--- config.mk ---
export PLATFORM = sky130hd
export DESIGN_NAME = bit_serializer
export DESIGN_NICKNAME = d
export VERILOG_FILES = /design/src/rtl/serializer_pkg.sv /design/src/rtl/bit_serializer.sv
export SDC_FILE = /design/constraint.sdc
export NUM_CORES = 1
export LEC_CHECK = 0
export BUFFER_PORTS_ARGS = -buffer_cell sky130_fd_sc_hd__buf_4
export CAP_MARGIN = 20
export CORE_MARGIN = 3
export CORE_UTILIZATION = 54
export DETAILED_ROUTE_END_ITERATION = 10
export PLACE_DENSITY = 0.77
export RECOVER_POWER = 100
export SKIP_LAST_GASP = 1
export SLEW_MARGIN = 5
export SYNTH_ARGS = -nofsm -noshare
export SYNTH_HDL_FRONTEND = slang
export SYNTH_SLANG_ARGS = --single-unit
export TNS_END_PERCENT = 50
--- constraint.sdc ---
create_clock -name clk -period 5.1 [get_ports clk]
set_clock_uncertainty 0.05 [all_clocks]
set_input_delay 1.02 -clock clk [delete_from_list [all_inputs] [get_ports clk]]
set_output_delay 1.02 -clock clk [all_outputs]
set_load 0.03 [all_outputs]
--- src/rtl/serializer_pkg.sv ---
// Shared definitions for the bit serializer: FSM state encoding and
// counter-width helper.
package serializer_pkg;

    typedef enum logic [1:0] {
        S_IDLE  = 2'd0,
        S_SHIFT = 2'd1,
        S_GAP   = 2'd2
    } ser_state_e;

    // Width of a counter that must hold values 0..n-1; never narrower than 1 bit.
    function automatic int cnt_width(input int n);
        int w;
        w = $clog2(n);
        return (w < 1) ? 1 : w;
    endfunction

endpackage

--- src/rtl/bit_serializer.sv ---
// Parallel-to-serial converter: accepts a WIDTH-bit word on a valid/ready
// handshake and drives it one bit per clock on ser_out, followed by GAP idle
// cycles. word_done pulses with the last data bit of each word.
module bit_serializer
    import serializer_pkg::*;
#(
    parameter int   WIDTH      = 8,
    parameter int   GAP        = 1,
    parameter int   MSB_FIRST  = 1,
    parameter logic IDLE_LEVEL = 1'b0
) (
    input  logic             clk,
    input  logic             rst,
    input  logic [WIDTH-1:0] in_data,
    input  logic             in_valid,
    output logic             in_ready,
    output logic             ser_out,
    output logic             ser_valid,
    output logic             word_done,
    output logic             busy
);

    localparam int BIT_CW = cnt_width(WIDTH);
    localparam int GAP_CW = cnt_width(GAP + 1);
    localparam logic [BIT_CW-1:0] BIT_LOAD = BIT_CW'(WIDTH - 1);
    localparam logic [GAP_CW-1:0] GAP_LOAD = GAP_CW'((GAP > 0) ? GAP - 1 : 0);

    ser_state_e        state_q,   state_d;
    logic [WIDTH-1:0]  shreg_q,   shreg_d;
    logic [BIT_CW-1:0] bit_cnt_q, bit_cnt_d;
    logic [GAP_CW-1:0] gap_cnt_q, gap_cnt_d;
    logic              ser_out_q, ser_out_d;

    logic last_bit;
    logic handshake;

    // Bit presented first from a word, honouring the configured bit order.
    function automatic logic first_bit(input logic [WIDTH-1:0] v);
        return (MSB_FIRST != 0) ? v[WIDTH-1] : v[0];
    endfunction

    // Advance the shift register by one bit toward the output end.
    function automatic logic [WIDTH-1:0] shift_word(input logic [WIDTH-1:0] v);
        return (MSB_FIRST != 0) ? (v << 1) : (v >> 1);
    endfunction

    assign last_bit  = (state_q == S_SHIFT) && (bit_cnt_q == '0);
    // With no gap, the last-bit cycle doubles as an accept window so words
    // can stream without an idle bit between them.
    assign in_ready  = (state_q == S_IDLE) || ((GAP == 0) && last_bit);
    assign handshake = in_valid && in_ready;

    assign ser_out   = ser_out_q;
    assign ser_valid = (state_q == S_SHIFT);
    assign word_done = last_bit;
    assign busy      = (state_q != S_IDLE);

    // State, shift register, counters and registered serial output.
    always_ff @(posedge clk or posedge rst) begin
        if (rst) begin
            state_q   <= S_IDLE;
            shreg_q   <= '0;
            bit_cnt_q <= '0;
            gap_cnt_q <= '0;
            ser_out_q <= IDLE_LEVEL;
        end else begin
            state_q   <= state_d;
            shreg_q   <= shreg_d;
            bit_cnt_q <= bit_cnt_d;
            gap_cnt_q <= gap_cnt_d;
            ser_out_q <= ser_out_d;
        end
    end

    // Next-state, counter and next serial bit selection.
    always_comb begin
        state_d   = state_q;
        shreg_d   = shreg_q;
        bit_cnt_d = bit_cnt_q;
        gap_cnt_d = gap_cnt_q;
        ser_out_d = IDLE_LEVEL;

        case (state_q)
            S_IDLE: begin
                bit_cnt_d = '0;
                gap_cnt_d = '0;
                if (handshake) begin
                    shreg_d   = in_data;
                    bit_cnt_d = BIT_LOAD;
                    ser_out_d = first_bit(in_data);
                    state_d   = S_SHIFT;
                end
            end
            S_SHIFT: begin
                if (!last_bit) begin
                    shreg_d   = shift_word(shreg_q);
                    bit_cnt_d = bit_cnt_q - BIT_CW'(1);
                    ser_out_d = first_bit(shift_word(shreg_q));
                end else if (GAP > 0) begin
                    gap_cnt_d = GAP_LOAD;
                    state_d   = S_GAP;
                end else if (handshake) begin
                    shreg_d   = in_data;
                    bit_cnt_d = BIT_LOAD;
                    ser_out_d = first_bit(in_data);
                end else begin
                    state_d   = S_IDLE;
                end
            end
            S_GAP: begin
                if (gap_cnt_q == '0) begin
                    state_d = S_IDLE;
                end else begin
                    gap_cnt_d = gap_cnt_q - GAP_CW'(1);
                end
            end
            default: begin
                state_d = S_IDLE;
            end
        endcase
    end

endmodule

Word-level counts from Yosys, hierarchy flattened --
Index checks and enable logic that the tools add are counted.
Cells by class: reduce and logical (&&, ||, !) cells 11, add/subtract/negate cells 2, equal/unequal tests 6, muxes and demuxes 16
Operators by type and width (count):
- 7-bit 2-to-1 mux | 2
- 7-bit one-hot mux with 2 select lines | 1
- 2-bit 2-to-1 mux | 3
- 3-bit 2-to-1 mux | 2
- 2-bit one-hot mux with 3 select lines | 1
- 3-bit one-hot mux with 2 select lines | 1
- 3-bit AND reduction | 2
- 1-bit 2-to-1 mux | 4
- 2-bit by 1-bit != test with 1-bit output, second input constant | 2
- 2-bit != test, second input constant | 2
- 2-bit AND reduction | 2
- 2-bit nonzero test | 2
- 3-bit logical NOT | 1
- 1-bit one-hot mux with 3 select lines | 1
- 3-bit nonzero test | 1
- 3-bit by 1-bit subtractor with 3-bit output, second input constant | 1
- 2-bit by 1-bit == test with 1-bit output, second input constant | 1
- 2-bit == test, second input constant | 1
- 1-bit logical AND | 2
- 2-bit logical NOT | 1
- 1-bit one-hot mux with 2 select lines | 1
- 1-bit subtractor, second input constant | 1
Storage, ports and cells: logic and storage cells 40, output and inout bits 5, register bits 14, input bits 11

Logic depth before layout (Yosys ltp) --
Gate-level depths: netlist of the first run.
depth in word-level cells 4, gate-level depth with buffers 5, gate-level depth less buffers 5

Worst setup path before layout of the first run --
Ideal clock, no wire load.
kind register to output, start point register state_q[1], end point output busy, data arrival time 1331 ps, path buffers 1, setup slack 2699 ps, data required time 4030 ps, cell stages (with the launch flop) 4, path through dfrtp_1 -> buf_4 -> nor2_1 -> inv_1
On the way: longest elaborated chain between the ends 1
RTL lines:
- start, declared | line bit_serializer.sv:28 | ser_state_e state_q, state_d;
- start signal, assigned | line bit_serializer.sv:67 | state_q <= state_d;
- 2-bit nonzero test | line bit_serializer.sv:56 | assign busy = (state_q != S_IDLE);
- end, declared | line bit_serializer.sv:20 | output logic busy
Every way passes these cells.

Worst setup path in the final report of the first run --
start point register bit_cnt_q[0], end point output word_done
On the way: longest elaborated chain between the ends 2
RTL lines:
- start, declared | line bit_serializer.sv:30 | logic [BIT_CW-1:0] bit_cnt_q, bit_cnt_d;
- start signal, assigned | line bit_serializer.sv:69 | bit_cnt_q <= bit_cnt_d;
- 3-bit logical NOT | line bit_serializer.sv:47 | assign last_bit = (state_q == S_SHIFT) && (bit_cnt_q == '0);
- 1-bit logical AND | line bit_serializer.sv:47
- end, declared | line bit_serializer.sv:19 | output logic word_done,
Every way passes these cells.

==> run metrics, run 1 <==
ANT cells=0; Core Box Area=1156 um2; Max-cap violations=0; first-pass GRT wire length=2152 um; Vias/cell=5.307; worst-case clock buffer depth=2; global route overflow=0; CTS tree=built; cts hold-fix bufs=0; startpoint types=flip-flop; area fraction of the dominant cell type after synthesis=46.26%; row cnt=12; CP Max Fanout=4; WL/cell=14.61 um; PwrDens=680.7 nW/um2; Layout Nets=88; Syn Inst Count=58; 1st-iter DRT viols=4; H-tree depth=1; die width=42.09 um; largest cells by area after synthesis=dfrtp_1, mux2_2, ha_1; dominant cell type by area after synthesis=dfrtp_1; First-pass DRT Iterations=4; pre-CTS setup slack=2.836 ns; Mapped Nets=71; Final WS setup=2.430 ns; Total GRT Usage=16.43%; fmax=0.3745 GHz; Port Buf Inserts=15; setup tns final=0 ns; Worst setup EP type=output port; post-route cell area=792.0 um2; pins over their slew limit=0; class of the worst hold path=flip-flop to flip-flop; Crit path required time=4.03 ns; antenna violations before repair=0; CP Class=flip-flop to output port; Final Critical Period=2.670 ns; cts repair resizes=0; RSZ-0062 raised after global routing=no; dpl cell area=803.3 um2; layout cell share with drive strength beyond 1=35.14%; reg2reg path depth=5; worst-skew pair later-pin latency=0.27 ns; GP Congestion=0.7869; remaining antenna violation count=0; Fillers=103; setup bufs post-CTS=0; synthesis-stage register bit count=13; Placed Cells=84; Initial Util=60.82%; Detail Placement HPWL=1011 um; Cell variety after synth=19; Yosys Warn Count=0; mapped cell area=703.2 um2; die area=1771 um2; CTS sink count=13; leakage=0.3729 nW; Vias=467; pin count of the biggest net entering global routing=14; Final Non-Filler Cells=88; Die Span Y=42.09 um; final setup vio count=0; crit path DAT=1.60 ns; CTS Buf Count=3; hold path depth=1; syn_area_per_cell=12.12 um2; worst vdd ir=403.0 uV; final hold slack=0.4584 ns; sequential fraction of the synthesis area=46.26%; IO Count=16; Total Routed Length=1286 um; vias in the first global route=488; Slew headroom=32.12%; DR DRC count=0; root buffer cell=clkbuf_4; Final Cycle Share=52.36%; outcome=complete, no violations; P&R area growth vs syn=12.63%; worst slew pin tran=1.010 ns; CTS clk-pin slew, worst paths=0.08 ns; final hold vios=0
## kinds of logic after synthesis
family / count (synthesis) / share of synthesized area, %
simple gates: 15 / 15.48
mux: 14 / 22.42
flops: 13 / 46.26
buf+inv: 8 / 6.940
compound gates: 6 / 5.337
fa+ha+maj: 2 / 3.558
## sequential cells by signal, summed over array words and instances (netlist names)
name       count
bit_cnt_q      3
state_q        2
ser_out        1
shreg_q        7
## per-layer routing
layer | vias to the layer above | global-route usage [%] | part of all wire [%]
met2 | 19 | 27.16 | 50
met5 | - | 0 | 0
met3 | 2 | 6.009 | 6.5
met1 | 216 | 20.43 | 43
li1 | 230 | - | -
met4 | 0 | 3.727 | 0.62
## report_power, final
part | internal, mW | switching [mW]
clock | 0.0303 | 0.0324
combinational | 0.143 | 0.143
sequential | 0.154 | 0.0363
total | 0.327 | 0.212
## cells in the final DEF (no fill, tap or decap), types with 2 or more instances in the layout
master     n
clkbuf_1   6
nor2_1     5
buf_4      9
dfrtp_1   13
ha_1       2
inv_1      5
o21ai_0    3
mux2_1     2
mux2_2    12
nor2b_1    4
clkbuf_4   4
## cell usage after synthesis
cell / number
buf_4: 1
inv_1: 5
a22o_1: 1
dfrtp_1: 13
ha_1: 2
nor4bb_1: 1
nor2b_1: 3
o21ai_0: 3
and2b_1: 1
nand2b_1: 1
mux2_2: 14
a32oi_1: 1
nor2b_4: 1
and3b_4: 1
nor3_4: 1
buf_6: 2
nor2_1: 5
a21oi_1: 1
nand3_1: 1
## critical path, cell delays in order, from the launching register on
cell and delay, ns:
dfrtp_1 0.38, inv_1 0.10, ha_1 0.20, and3b_4 0.22
nor2b_1 0.12, clkbuf_1 0.31
## cell type report
type | count | area (um2) | share of cell area (%)
clock buffers | 4 | 26.28 | 3.318
inverters | 5 | 18.77 | 2.370
multi-input cells | 37 | 310.3 | 39.18
flip-flops and latches | 13 | 325.3 | 41.07
well taps | 14 | 17.52 | 2.212
repair buffers | 15 | 93.84 | 11.85
## final timing paths
check / start / end / slack (ns)
worst max-delay path: bit_cnt_q[0]$_DFFE_PP0P_ / word_done / 2.43
worst min-delay path: shreg_q[1]$_DFFE_PP0P_ / shreg_q[1]$_DFFE_PP0P_ / 0.46
worst max register to register: bit_cnt_q[0]$_DFFE_PP0P_ / shreg_q[2]$_DFFE_PP0P_ / 2.86
worst min register to register: shreg_q[1]$_DFFE_PP0P_ / shreg_q[1]$_DFFE_PP0P_ / 0.46
max in group asynchronous: rst / ser_out$_DFF_PP0_ / 3.93
min in group asynchronous: rst / bit_cnt_q[2]$_DFFE_PP0P_ / 0.73
## metrics by stage
stage / total power, mW / util, %
2_1_floorplan: 0.4549 / -
3_3_place_gp: 0.4989 / 69.48
3_5_place_dp: 0.5155 / 69.48
4_1_cts: 0.5800 / 71.75
5_1_grt: 0.5802 / 68.51
6_report: 0.5392 / 68.51
Note: power is estimated with default switching activity, not from simulation.
==> run 2: changes to the inputs <==
--- a/config.mk
+++ b/config.mk
@@ -8,9 +8,9 @@
 export BUFFER_PORTS_ARGS = -buffer_cell sky130_fd_sc_hd__buf_4
 export CAP_MARGIN = 20
 export CORE_MARGIN = 3
-export CORE_UTILIZATION = 54
+export CORE_UTILIZATION = 45
 export DETAILED_ROUTE_END_ITERATION = 10
-export PLACE_DENSITY = 0.77
+export PLACE_DENSITY = 0.68
 export RECOVER_POWER = 100
 export SKIP_LAST_GASP = 1
 export SLEW_MARGIN = 5
==> constraint.sdc (replaced) <==
create_clock -name clk -period 2.2 [get_ports clk]
set_clock_uncertainty 0.05 [all_clocks]
set_input_delay 0.44 -clock clk [delete_from_list [all_inputs] [get_ports clk]]
set_output_delay 0.44 -clock clk [all_outputs]
set_load 0.03 [all_outputs]
==> run metrics, run 2 (synthesized netlist as in run 1, its figures left out) <==
CTS clk-pin slew, worst paths=0.07 ns (about the same); antenna violations before repair=0 (unchanged); worst slew pin tran=0.4780 ns (-0.5324 ns); Final WS setup=0.1831 ns (-2.247 ns); CP startpoint=bit_cnt_q[0]$_DFFE_PP0P_; CP Max Fanout=4 (unchanged); worst vdd ir=849.2 uV (+110%); GP Congestion=0.7311 (-7.1%); vias in the first global route=430 (-12%); Detail Placement HPWL=868.8 um (-14%); RSZ-0062 raised after global routing=no; ANT cells=0 (unchanged); Pint=0.7835 mW (+140%); Port Buf Inserts=15 (unchanged); worst-skew pair later-pin latency=0.27 ns (about the same); R2R setup slack=0.46 ns (-2.40 ns); Vias/cell=4.921 (-7.3%); Largest register FFs=7 (unchanged); Crit path required time=1.71 ns (-2.32 ns); r2r startpoint=bit_cnt_q[0]$_DFFE_PP0P_; fmax=0.4958 GHz; Max stage delay cell, worst path=dfrtp_1; critical path endpoint=word_done; IO Count=16 (unchanged); Vias=438 (-6.2%); cts hold-fix bufs=0 (unchanged); class of the worst hold path=input pin to asynchronous set/reset pin; root buffer cell=clkbuf_4; DR DRC count=0 (unchanged); Total GRT Usage=13.77% (-2.7 points); die area=2073 um2 (+17%); critical path's largest stage delay=0.38 ns (about the same); CTS tree=built; 1st-iter DRT viols=1 (-3); most frequent cells in the layout=mux2_2, dfrtp_1, buf_4; RR Endpoint=shreg_q[3]$_DFFE_PP0P_; Max-cap violations=0 (unchanged); sequential power share=34.8% (-0.5 points); H-tree depth=1 (unchanged); CP Cell Sequence=inv_1 > ha_1 > and3b_4 > nor2b_1 > clkbuf_2; leakage=0.3851 nW (+3.2%); net switching power=0.4885 mW (+130%); Biggest register=shreg_q; Layout Nets=88 (unchanged); remaining antenna violation count=0 (unchanged); clock share of power=11.3% (-0.3 points); cts repair resizes=0 (unchanged); WL/cell=12.72 um (-13%); Logic pwr share=53.9% (+0.8 points); top flop regs=shreg_q (7), bit_cnt_q (3), state_q (2); startpoint types=flip-flop; sw frac=38.40% (-0.92 points); setup tns final=0 ns (unchanged); Worst setup EP type=output port; pre-CTS setup slack=0.4589 ns (-2.377 ns); CTS sink count=13 (unchanged); Final Non-Filler Cells=89 (+1.1%); crit path DAT=1.53 ns (-0.07 ns); worst-case clock buffer depth=2 (unchanged); First-pass DRT Iterations=4 (unchanged); CP Class=flip-flop to output port; Initial Util=50.86% (-10 points); final hold vios=0 (unchanged); PwrDens=1566 nW/um2 (+130%); die width=45.53 um (+8.2%); P&R area growth vs syn=15.48%; final setup vio count=0 (unchanged); reg2reg path depth=5 (unchanged); Final Critical Period=2.017 ns; Die Span Y=45.53 um (+8.2%); row cnt=13 (+1); Slew headroom=68.10% (+36 points); pin count of the biggest net entering global routing=14 (unchanged); layout cell share with drive strength beyond 1=43.24% (+8.1 points); pins over their slew limit=0 (unchanged); CTS Buf Count=3 (unchanged); setup bufs post-CTS=0 (unchanged); Total Routed Length=1132 um (-12%); first-pass GRT wire length=1959 um (-9.0%); Core Box Area=1383 um2 (+20%); outcome=complete, no violations; Placed Cells=85 (+1.2%); most common cell after layout, fill and taps aside=mux2_2; Final Cycle Share=91.68%; global route overflow=0 (unchanged); final hold slack=0.1367 ns (-0.3217 ns)
-- run 2: changes by cell type in the layout (fill, tap and decap cells not counted), sizes merged --
cell,change
clkbuf,-1
buf,+1
-- run 2: cell type report --
type / count / area, um2
clock buffer: 4 / 26.28
tap: 15 / 18.77
fill: 119 / 570.5
multi-input combinational: 37 / 324.1
inverter: 5 / 18.77
sequential: 13 / 325.3
timing repair buffer: 15 / 98.84
-- run 2: critical path: cells and delay by family, from the launching register on --
family	cells	cell delay, ns
adder cells (fa/ha/maj)	1	0.19
buffers and inverters	2	0.31
AND/OR/NAND/NOR	2	0.37
flip-flops	1	0.38
-- run 2: power by group through the flow --
stage | clock [mW] | combinational (mW) | sequential (mW)
floorplan | 0 | 0.641 | 0.414
global placement | 0 | 0.718 | 0.447
detailed placement | 0 | 0.722 | 0.450
CTS | 0.151 | 0.726 | 0.445
global route | 0.164 | 0.761 | 0.460
finish | 0.144 | 0.685 | 0.442
-- run 2: metal layers --
layer	vias to the layer above	GRT usage, %	share of wire [%]
li1	229	-	-
met1	195	19.15	49
met2	12	17.83	43
met3	2	5.929	6.4
met4	0	7.018	1.1
met5	-	0	0
-- run 2: how the worst min path moves through the flow --
stage / from / end / slack, ns
5_1_grt: rst / bit_cnt_q[1]$_DFFE_PP0P_ / 0.16
4_1_cts: rst / shreg_q[2]$_DFFE_PP0P_ / 0.15
2_1_floorplan: rst / bit_cnt_q[0]$_DFFE_PP0P_ / 0.27
3_5_place_dp: rst / bit_cnt_q[1]$_DFFE_PP0P_ / 0.44
3_3_place_gp: shreg_q[3]$_DFFE_PP0P_ / shreg_q[3]$_DFFE_PP0P_ / 0.44
6_report: rst / bit_cnt_q[1]$_DFFE_PP0P_ / 0.14
-- run 2: stage by stage --
| stage | power [mW] | instance area [um2] | utilization [%] |
|---|---|---|---|
| floorplan | 1.054 | 703.2 | - |
| global placement | 1.164 | 804.5 | 58.19 |
| detailed placement | 1.172 | 804.5 | 58.19 |
| CTS | 1.322 | 830.8 | 60.09 |
| global route | 1.385 | 812.0 | 58.73 |
| finish | 1.272 | 812.0 | 58.73 |
